### config.mk
export PLATFORM = sky130hd
export DESIGN_NAME = riscv_muldiv_unit
export DESIGN_NICKNAME = d
export VERILOG_FILES = /design/src/rtl/riscv_muldiv_unit.sv
export SDC_FILE = /design/constraint.sdc
export NUM_CORES = 1
export LEC_CHECK = 0
export ABC_AREA = 0
export BUFFER_PORTS_ARGS = -buffer_cell sky130_fd_sc_hd__clkbuf_2
export CAP_MARGIN = 20
export CORE_UTILIZATION = 40
export DETAILED_ROUTE_END_ITERATION = 10
export SYNTH_ARGS = -nofsm -noshare
export SYNTH_HDL_FRONTEND = slang
export SYNTH_SLANG_ARGS = --single-unit
### constraint.sdc
create_clock -name clk -period 10.6 [get_ports clk]
set_clock_uncertainty 0.1 [all_clocks]
set_input_delay 0.53 -clock clk [delete_from_list [all_inputs] [get_ports clk]]
set_output_delay 0.53 -clock clk [all_outputs]
set_load 0.05 [all_outputs]
### src/rtl/riscv_muldiv_unit.sv
// riscv_muldiv_unit: RV32M/RV64M multiply/divide unit; one shared radix-2 shift-add / restoring-divide datapath.
// Latency: XLEN+1 cycles from accept to out_valid; divide special cases (and all multiplies when
//   MULDIV_FAST_MUL_EN is defined) raise out_valid in the cycle after accept.
// Backpressure: in_ready only in IDLE; result/tag held in DONE until out_ready; flush kills any in-flight op.
module riscv_muldiv_unit #(
  parameter int XLEN  = 32,
  parameter int TAG_W = 5
) (
  input  logic             clk,
  input  logic             rst,
  input  logic             flush,
  input  logic             in_valid,
  output logic             in_ready,
  input  logic [2:0]       in_op,
  input  logic [XLEN-1:0]  in_a,
  input  logic [XLEN-1:0]  in_b,
  input  logic [TAG_W-1:0] in_tag,
  output logic             out_valid,
  input  logic             out_ready,
  output logic [XLEN-1:0]  out_result,
  output logic [TAG_W-1:0] out_tag,
  output logic             busy
);

  // Iteration counter width, derived from XLEN.
  localparam int CNT_W = $clog2(XLEN) + 1;

  localparam logic [2:0] OP_MUL    = 3'd0;
  localparam logic [2:0] OP_MULH   = 3'd1;
  localparam logic [2:0] OP_MULHSU = 3'd2;
  localparam logic [2:0] OP_MULHU  = 3'd3;
  localparam logic [2:0] OP_DIV    = 3'd4;
  localparam logic [2:0] OP_DIVU   = 3'd5;
  localparam logic [2:0] OP_REM    = 3'd6;

  localparam logic [XLEN-1:0] MIN_NEG = {1'b1, {(XLEN-1){1'b0}}};

  typedef enum logic [1:0] {
    S_IDLE,
    S_BUSY,
    S_DONE
  } state_t;

  state_t state, state_n;

  // Handshake/control strobes from the FSM
  logic accept;
  logic last_iter;
  logic fast_path;

  // Captured operation state
  logic [2:0]      op_q;
  logic            neg_q;
  logic [XLEN-1:0] hi;
  logic [XLEN-1:0] lo;
  logic [XLEN-1:0] b_q;
  logic [CNT_W-1:0] cnt;

  // Request decode
  logic            a_signed;
  logic            b_signed;
  logic            sa;
  logic            sb;
  logic            neg_in;
  logic            div_zero;
  logic            div_ovf;
  logic            fast_mul;
  logic [XLEN-1:0] mag_a;
  logic [XLEN-1:0] mag_b;
  logic [XLEN-1:0] fast_result;

`ifdef MULDIV_FAST_MUL_EN
  logic [2*XLEN-1:0] fast_prod;

  // Single-cycle product of the sign-extended operands; the low 2*XLEN bits are exact
  assign fast_prod = (2*XLEN)'($signed({sa, in_a}) * $signed({sb, in_b}));
`endif

  // Decode the incoming request: signedness, magnitudes, result sign and the fast-path cases
  always_comb begin
    a_signed    = 1'b0;
    b_signed    = 1'b0;
    fast_mul    = 1'b0;
    fast_result = '0;
    case (in_op)
      OP_MUL, OP_MULH, OP_DIV, OP_REM: begin
        a_signed = 1'b1;
        b_signed = 1'b1;
      end
      OP_MULHSU: a_signed = 1'b1;
      default: ;
    endcase
    sa       = a_signed & in_a[XLEN-1];
    sb       = b_signed & in_b[XLEN-1];
    mag_a    = sa ? -in_a : in_a;
    mag_b    = sb ? -in_b : in_b;
    // A remainder takes the dividend's sign; quotients and products take sign(a)^sign(b)
    neg_in   = (in_op == OP_REM) ? sa : (sa ^ sb);
    div_zero = in_op[2] && (in_b == '0);
    div_ovf  = ((in_op == OP_DIV) || (in_op == OP_REM)) && (in_a == MIN_NEG) && (in_b == '1);
    if (div_zero) begin
      fast_result = in_op[1] ? in_a : '1;
    end else if (div_ovf) begin
      fast_result = in_op[1] ? '0 : in_a;
    end
`ifdef MULDIV_FAST_MUL_EN
    else if (!in_op[2]) begin
      fast_mul    = 1'b1;
      fast_result = (in_op == OP_MUL) ? fast_prod[XLEN-1:0] : fast_prod[2*XLEN-1:XLEN];
    end
`endif
    fast_path = div_zero | div_ovf | fast_mul;
  end

  // Shared datapath signals
  logic              is_div;
  logic [XLEN:0]     shifted;
  logic [XLEN-1:0]   addend;
  logic [XLEN+1:0]   add_x;
  logic [XLEN+1:0]   add_y;
  logic [XLEN+1:0]   add_res;
  logic              add_c;
  logic [XLEN-1:0]   hi_n;
  logic [XLEN-1:0]   lo_n;
  logic [XLEN-1:0]   q_s;
  logic [XLEN-1:0]   r_s;
  logic [2*XLEN-1:0] prod_s;
  logic [XLEN-1:0]   final_result;

  // One iteration: a single adder either accumulates the multiplicand or trial-subtracts the divisor
  always_comb begin
    is_div  = op_q[2];
    shifted = {hi, lo[XLEN-1]};
    addend  = lo[0] ? b_q : '0;
    if (is_div) begin
      add_x = {1'b0, shifted};
      add_y = ~{2'b00, b_q};
      add_c = 1'b1;
    end else begin
      add_x = {2'b00, hi};
      add_y = {2'b00, addend};
      add_c = 1'b0;
    end
    add_res = add_x + add_y + {{(XLEN+1){1'b0}}, add_c};

    if (is_div) begin
      // Negative trial difference means the divisor did not fit: restore and shift in a 0
      if (add_res[XLEN+1]) begin
        hi_n = shifted[XLEN-1:0];
        lo_n = {lo[XLEN-2:0], 1'b0};
      end else begin
        hi_n = add_res[XLEN-1:0];
        lo_n = {lo[XLEN-2:0], 1'b1};
      end
    end else begin
      // {hi, lo} shifts right with the carry-out of the accumulate entering at the top
      hi_n = add_res[XLEN:1];
      lo_n = {add_res[0], lo[XLEN-1:1]};
    end

    prod_s = neg_q ? -{hi_n, lo_n} : {hi_n, lo_n};
    q_s    = neg_q ? -lo_n : lo_n;
    r_s    = neg_q ? -hi_n : hi_n;
    case (op_q)
      OP_MUL:                       final_result = prod_s[XLEN-1:0];
      OP_MULH, OP_MULHSU, OP_MULHU: final_result = prod_s[2*XLEN-1:XLEN];
      OP_DIV, OP_DIVU:              final_result = q_s;
      default:                      final_result = r_s;
    endcase
  end

  // State register
  always_ff @(posedge clk) begin
    if (rst) state <= S_IDLE;
    else     state <= state_n;
  end

  // Next-state logic; flush wins over both handshakes
  always_comb begin
    state_n   = state;
    accept    = 1'b0;
    last_iter = 1'b0;
    case (state)
      S_IDLE: begin
        if (in_valid && !flush) begin
          accept  = 1'b1;
          state_n = fast_path ? S_DONE : S_BUSY;
        end
      end
      S_BUSY: begin
        if (flush) begin
          state_n = S_IDLE;
        end else if (cnt == CNT_W'(XLEN-1)) begin
          last_iter = 1'b1;
          state_n   = S_DONE;
        end
      end
      S_DONE: begin
        if (flush || out_ready) state_n = S_IDLE;
      end
      default: state_n = S_IDLE;
    endcase
  end

  // Operand capture at accept, one iteration per BUSY cycle, result latched on DONE entry
  always_ff @(posedge clk) begin
    if (rst) begin
      op_q       <= '0;
      neg_q      <= 1'b0;
      hi         <= '0;
      lo         <= '0;
      b_q        <= '0;
      cnt        <= '0;
      out_result <= '0;
      out_tag    <= '0;
    end else if (accept) begin
      op_q    <= in_op;
      neg_q   <= neg_in;
      hi      <= '0;
      lo      <= mag_a;
      b_q     <= mag_b;
      cnt     <= '0;
      out_tag <= in_tag;
      if (fast_path) out_result <= fast_result;
    end else if ((state == S_BUSY) && !flush) begin
      hi  <= hi_n;
      lo  <= lo_n;
      cnt <= cnt + 1'b1;
      if (last_iter) out_result <= final_result;
    end
  end

  assign in_ready  = (state == S_IDLE);
  assign out_valid = (state == S_DONE);
  assign busy      = (state != S_IDLE);

endmodule

# Word-level counts from Yosys, hierarchy flattened

Index checks and enable logic that the tools add are counted.

Flip-flop bits (word level): 145
Input port bits: 77
Output and inout port bits: 40
Logic and storage cells: 100

Add/sub/neg operators: 8
Equality and inequality tests: 18
Mux-type cells: 38
Bitwise operators: 5
Reductions and logical operators: 22

Operators by type and width:

| cell                                                                     | count |
|---|---|
| 32-bit two-way mux                                                       | 18 |
| 32-bit negation                                                          | 4 |
| 32-bit one-hot mux with 3 select lines                                   | 1 |
| 32-bit == test (second input constant)                                   | 2 |
| 64-bit two-way mux                                                       | 1 |
| 64-bit negation                                                          | 1 |
| 34-bit by 1-bit adder with 34-bit output                                 | 1 |
| 34-bit adder                                                             | 1 |
| 34-bit two-way mux                                                       | 1 |
| 32-bit inverter with 34-bit output                                       | 1 |
| 33-bit two-way mux                                                       | 1 |
| 32-bit logical NOT                                                       | 1 |
| 3-bit == test (second input constant)                                    | 4 |
| 1-bit two-way mux                                                        | 10 |
| 2-bit two-way mux                                                        | 5 |
| 3-bit by 2-bit == test with 1-bit output (second input constant)         | 3 |
| 6-bit by 1-bit adder with 6-bit output (second input constant)           | 1 |
| 3-bit by 1-bit == test with 1-bit output (second input constant)         | 2 |
| 6-bit by 5-bit == test with 1-bit output (second input constant)         | 1 |
| 3-bit logical NOT                                                        | 2 |
| 2-bit by 1-bit inequality test with 1-bit output (second input constant) | 3 |
| 2-bit one-hot mux with 3 select lines                                    | 1 |
| 3-bit AND reduction                                                      | 2 |
| 2-bit nonzero test                                                       | 3 |
| 14 further kinds                                                         | 21 |

# Depth between registers and ports, before layout

Depth after elaboration: 12
Depth in mapped cells: 36
Depth with buffers taken out: 23

# Worst setup path after synthesis

OpenSTA, ideal clock, no wires.

Path kind: register to register
Start: reg op_q[2]
End: reg out_result[16]
Library setup time: 0.114 ns
Arrival time: 7.827 ns
Required time: 10.386 ns
Setup slack: 2.558 ns
Stages on the path, launching flop included: 33
Buffers on the path: 13
Clock period less this slack: 8.042 ns
Cells stage by stage: dfxtp_1 > buf_2 > clkbuf_1 > buf_2 > buf_2 > buf_2 > buf_1 > buf_1 > buf_1 > buf_2 > buf_2 > buf_1 > mux2_2 > ha_1 > clkbuf_1 > a21oi_1 > o21ai_0 > a21o_1 > o221ai_4 > a31oi_1 > inv_1 > ha_1 > nand2_1 > nand4bb_1 > o21a_1 > a21o_1 > clkbuf_1 > a21oi_1 > inv_1 > o41ai_2 > xnor2_1 > a221oi_2 > a2111oi_0

Word-level cells in the longest chain between the ends: 11
Elaborated cells between the ends (all ways): 27
Those cells by class: add/sub: 5; eq/ne: 5; mux: 14; reduce/logical: 3

Ends and longest elaborated chain:

| what                                                            | RTL line | text |
|---|---|---|
| start: declaration                                              | 52       | `logic [2:0] op_q;` |
| start signal: assignment                                        | 217      | `op_q <= in_op;` |
| 33-bit two-way mux / 34-bit two-way mux (equally long branches) | 135      | `if (is_div) begin` |
| 34-bit adder                                                    | 144      | `add_res = add_x + add_y + {{(XLEN+1){1'b0}}, add_c};` |
| 34-bit by 1-bit adder with 34-bit output                        | 144      |  |
| 1-bit two-way mux / 32-bit two-way mux (equally long branches)  | 148      | `if (add_res[XLEN+1]) begin` |
| 32-bit two-way mux                                              | 146      | `if (is_div) begin` |
| 64-bit negation, or another cell as far along                   | 161      | `prod_s = neg_q ? -{hi_n, lo_n} : {hi_n, lo_n};` |
| 64-bit two-way mux, or another cell as far along                | 161      |  |
| 32-bit one-hot mux with 3 select lines (*)                      | 164      | `case (op_q)` |
| 32-bit two-way mux (*)                                          | 229      | `if (last_iter) out_result <= final_result;` |
| 32-bit two-way mux (*)                                          | 225      | `end else if ((state == S_BUSY) && !flush) begin` |
| 32-bit two-way mux (*)                                          | 216      | `end else if (accept) begin` |
| end signal: assignment                                          | 224      | `if (fast_path) out_result <= fast_result;` |
| end signal: assignment                                          | 229      |  |
| end: declaration                                                | 20       | `output logic [XLEN-1:0] out_result,` |

Mark *: on every way between the ends. The rest lies on a longest branch, timed or not. The select of a mux whose other input is x is not followed.
A chain may end at the register's enable or synchronous reset.

# Worst setup path in the final report

Start: reg op_q[2]
End: reg out_result[20]

The elaborated chain is that of the path after synthesis.

==> results_tabular.tex <==
\begin{tabular}{lr}
\hline
Metric & Value \\
\hline
\multicolumn{2}{l}{\textbf{Global routing}} \\
Largest net degree at the start of global routing & between 90 and 100 \\
Global-route wire length before repair & about 80,000 µm \\
Overflow left after global routing & 0 \\
Via count of the first global-routing pass & approximately 14,000 \\
Overall fraction of global-route tracks in use & 0.294 \\
Initial antenna violation count & 0 \\
\multicolumn{2}{l}{\textbf{Floorplanning}} \\
Height of the chip & around 190 µm \\
Die footprint & around 0.036 mm² \\
Horizontal die dimension & 189 µm \\
Placeable core region & 0.0345 mm² \\
Initial core utilization & 0.406 \\
Boundary Pins & 117 \\
Placement row count & 68 \\
\multicolumn{2}{l}{\textbf{Synthesis}} \\
Syn avg cell area & just over 7 µm² \\
Prevailing post-synth register cell & dfxtp\_1 \\
Commonest cells in the netlist & 245 x nor2\_1, 220 x nand2\_1, 196 x a21oi\_1, 150 x o21ai\_0, 145 x dfxtp\_1 \\
Share of cell area taken by muxes after synthesis & 0.0492 \\
Synthesized Nets & about 2,100 \\
Number of flops mapped to enable cells by yosys & 0 \\
Warnings from Yosys & 0 \\
Synth area leaders & dfxtp\_1 21\%, a21oi\_1 7.0\%, nor2\_1 6.6\%, xnor2\_1 6.1\%, nand2\_1 5.9\% \\
Yosys top cell by area & dfxtp\_1 \\
Post-synthesis share of cell area spent on full adders, half adders and majority gates & 0.0368 \\
Netlist cell types & 91 \\
Fraction of the mapped netlist area in compound gates & 0.326 \\
FFs w/ async S/R, synth & 0 \\
Sequential element share of the synthesized area & 0.207 \\
Synth Instances & $\sim$2,000 \\
Combinational family with the most area after synthesis & compound AO/OA/AOI/OAI gates \\
Count of state elements after synthesis & $\sim$150 \\
Area share of the largest cell type after synthesis & 0.207 \\
Xor-xnor portion of the synthesized cell area & 0.0901 \\
Most repeated cell in the gate-level netlist after synthesis & nor2\_1 \\
Post-synthesis simple-gate area fraction & 0.238 \\
Syn Std Cell Area & $\sim$0.014 mm² \\
\multicolumn{2}{l}{\textbf{Worst setup path}} \\
Required time of the critical path & 10.79 ns \\
Critical Path Slowest Stage Cell & dfxtp\_4 \\
Dominant delay contributor by cell family on the critical path & compound AO/OA/AOI/OAI gates \\
Type of the worst setup path & register to register \\
Largest stage delay on the critical path & 0.85 ns \\
Type of element capturing the critical path & register \\
Cell chain of the critical path & buf\_4, mux2\_2, ha\_1, a21oi\_1, o21ai\_0, a21oi\_2, a211o\_1, a31oi\_1, inv\_1, ha\_1, nand2\_1, nand4bb\_1, o21a\_1, a21o\_1, a21oi\_1, inv\_1, o41ai\_1, xnor2\_1, nor2\_1, o221ai\_1, a31oi\_1 \\
Launching element type of the critical path & register \\
Arrival time at the worst endpoint & between 7 and 8 ns \\
Critical path fanouts, max & just under 80 \\
Critical path buffers and inverters & 3 \\
\multicolumn{2}{l}{\textbf{Timing}} \\
Final TNS setup & 0 ns \\
Minimum clock period after layout & 7.65 ns \\
Setup repair after global routing missed its margin & no \\
Slew at the pin closest to its max-slew limit & roughly 1.1 ns \\
Crit path setup slack, layout & 2.95 ns \\
Achievable Freq & about 130 MHz \\
Tcrit/Tclk final & 0.722 \\
Total setup violations reported at the end of the flow & 0 \\
Worst-case headroom to the max-slew limit & 0.238 \\
Total count of hold-check failures in the final report & 0 \\
Max Slew Vio Count & 0 \\
\multicolumn{2}{l}{\textbf{Placed design}} \\
Placed inst area & $\sim$0.015 mm² \\
Worst setup slack after placement & 3.19 ns \\
Post-detail-place hpwl & approximately 41,000 µm \\
Final GP Congestion & just under 1 \\
Buffers added on ports & between 100 and 150 \\
\multicolumn{2}{l}{\textbf{Clock tree}} \\
CTS buffer count & 17 \\
Setup Buffers After CTS & 0 \\
Largest buffer count on any clock path & 2 \\
CTS tree & yes \\
Cell chosen for the clock root & clkbuf\_16 \\
CTS H-Tree Depth & 4 \\
Clock net sink count & around 150 \\
Worst-skew pair later-pin latency & 0.47 ns \\
Post-cts resize count & 0 \\
Post-CTS clock slew at the launch and capture registers of the worst setup and hold paths & $\sim$0.060 ns \\
Number of buffers added to fix hold violations after cts & 0 \\
\multicolumn{2}{l}{\textbf{Routing}} \\
Count of nets left with antenna violations after detail routing & 0 \\
Number of DRC violations after detailed routing & 0 \\
Total wire length after detailed routing & between 50,000 and 60,000 µm \\
Count of TritonRoute iterations in the first routing pass & 8 \\
Detailed-route via count & around 15,000 \\
Vias per cell & slightly above 6 \\
Detailed router's first-iteration violation count & approximately 1,800 \\
Average wire length per cell after detail routing & 21.7 µm \\
\multicolumn{2}{l}{\textbf{Pwr}} \\
Cell internal pwr & between 1 and 1.5 mW \\
Power per cell area & 118 mW/mm² \\
Seq pwr share & 0.331 \\
Part of the total power dissipated in the clock network & 0.365 \\
Switch Pwr & 0.657 mW \\
Cell leakage power & about 5.6 nW \\
Comb power frac & 0.304 \\
Switching Fraction & 0.362 \\
Worst supply voltage drop on vdd & $\sim$0.00013 V \\
Power after layout & approximately 1.8 mW \\
\multicolumn{2}{l}{\textbf{Cells and area}} \\
Antenna cell count & 0 \\
Layout-stage area growth over the synthesis result & 10.2\% \\
Non-Filler Cell Area, Final & 0.0154 mm² \\
Final net count & $\sim$2,100 \\
Final standard cell utilization of the core & 0.448 \\
Fraction of layout instances using a drive strength above 1 & 0.122 \\
\multicolumn{2}{l}{\textbf{Run}} \\
Max-capacitance violation count & 0 \\
\multicolumn{2}{l}{\textbf{Min path}} \\
Min-delay worst type & input pin to register \\
\multicolumn{2}{l}{\textbf{Status}} \\
Result of the run & complete, no violations \\
\hline
\end{tabular}
through the flow:
step,hold WS (ns),instances
after floorplan,0.342,1989
after global placement,0.346,2446
after detailed placement,0.349,2446
after CTS,0.185,2475
after global routing,0.204,2475
final,0.190,2475
power by group through the flow:
stage / sequential, mW / clock (mW) / combinational, mW
2_1_floorplan: 0.602 / 0 / 0.378
3_3_place_gp: 0.612 / 0 / 0.535
3_5_place_dp: 0.612 / 0 / 0.537
4_1_cts: 0.600 / 0.666 / 0.541
5_1_grt: 0.604 / 0.685 / 0.595
6_report: 0.601 / 0.663 / 0.553
registers in the layout, indices dropped and copies added, names as in the netlist:
signal / flops
state: 2
neg_q: 1
hi: 32
op_q: 3
out_tag: 5
lo: 32
out_result: 32
cnt: 6
b_q: 32
layout make-up:
class | count | area, µm²
clock buffer | 20 | 457
clock inverter | 9 | 159
fill | 3576 | 19000
inverter | 53 | 199
multi-input combinational | 1655 | 10400
sequential | 145 | 2910
tap | 455 | 569
timing repair buffer | 138 | 748
worst paths after layout:
check,from,end,slack [ns],cells past startpoint
max,op_q[2],out_result[20],2.95,21
min,in_tag[0],out_tag[0],0.19,3
max reg2reg,op_q[2],out_result[20],2.95,21
min reg2reg,out_tag[4],out_tag[4],0.35,2
per-layer routing:
metal / vias to the layer above / GRT usage / wire [µm]
li1: 7380 / - / -
met1: 7221 / 0.420 / 24600
met2: 734 / 0.445 / 23400
met3: 86 / 0.0465 / 4270
met4: 0 / 0.102 / 1480
met5: - / 0 / 0
tightest hold or removal path, delay by kind of cell:
kind	cells	cell delay (ns)
compound gates	1	0.05
buf+inv	1	0.08
simple gates	1	0.04
layout by cell type (no fill, tap or decap), types with 20 or more instances in the layout:
cell,netlist,layout
ha_1,38,38
nand3_1,36,36
nor2_1,245,245
o21ai_0,150,150
nor3_1,55,54
mux2i_1,43,43
a211oi_1,94,94
a31oi_1,29,29
xnor2_1,98,98
xor2_1,46,46
o31ai_1,26,26
inv_1,51,51
buf_4,0,23
nand4_1,20,20
mux2_2,23,23
or3_1,23,23
nand2_1,220,220
clkbuf_2,0,115
dfxtp_1,145,143
nand2b_1,22,21
a21oi_1,196,196
kinds of logic after synthesis:
kind of cell | Yosys count
simple gates | 716
flops | 145
buf+inv | 189
mux | 66
xor+xnor | 144
fa+ha+maj | 40
compound gates | 689
(Power assumes the default switching activity.)
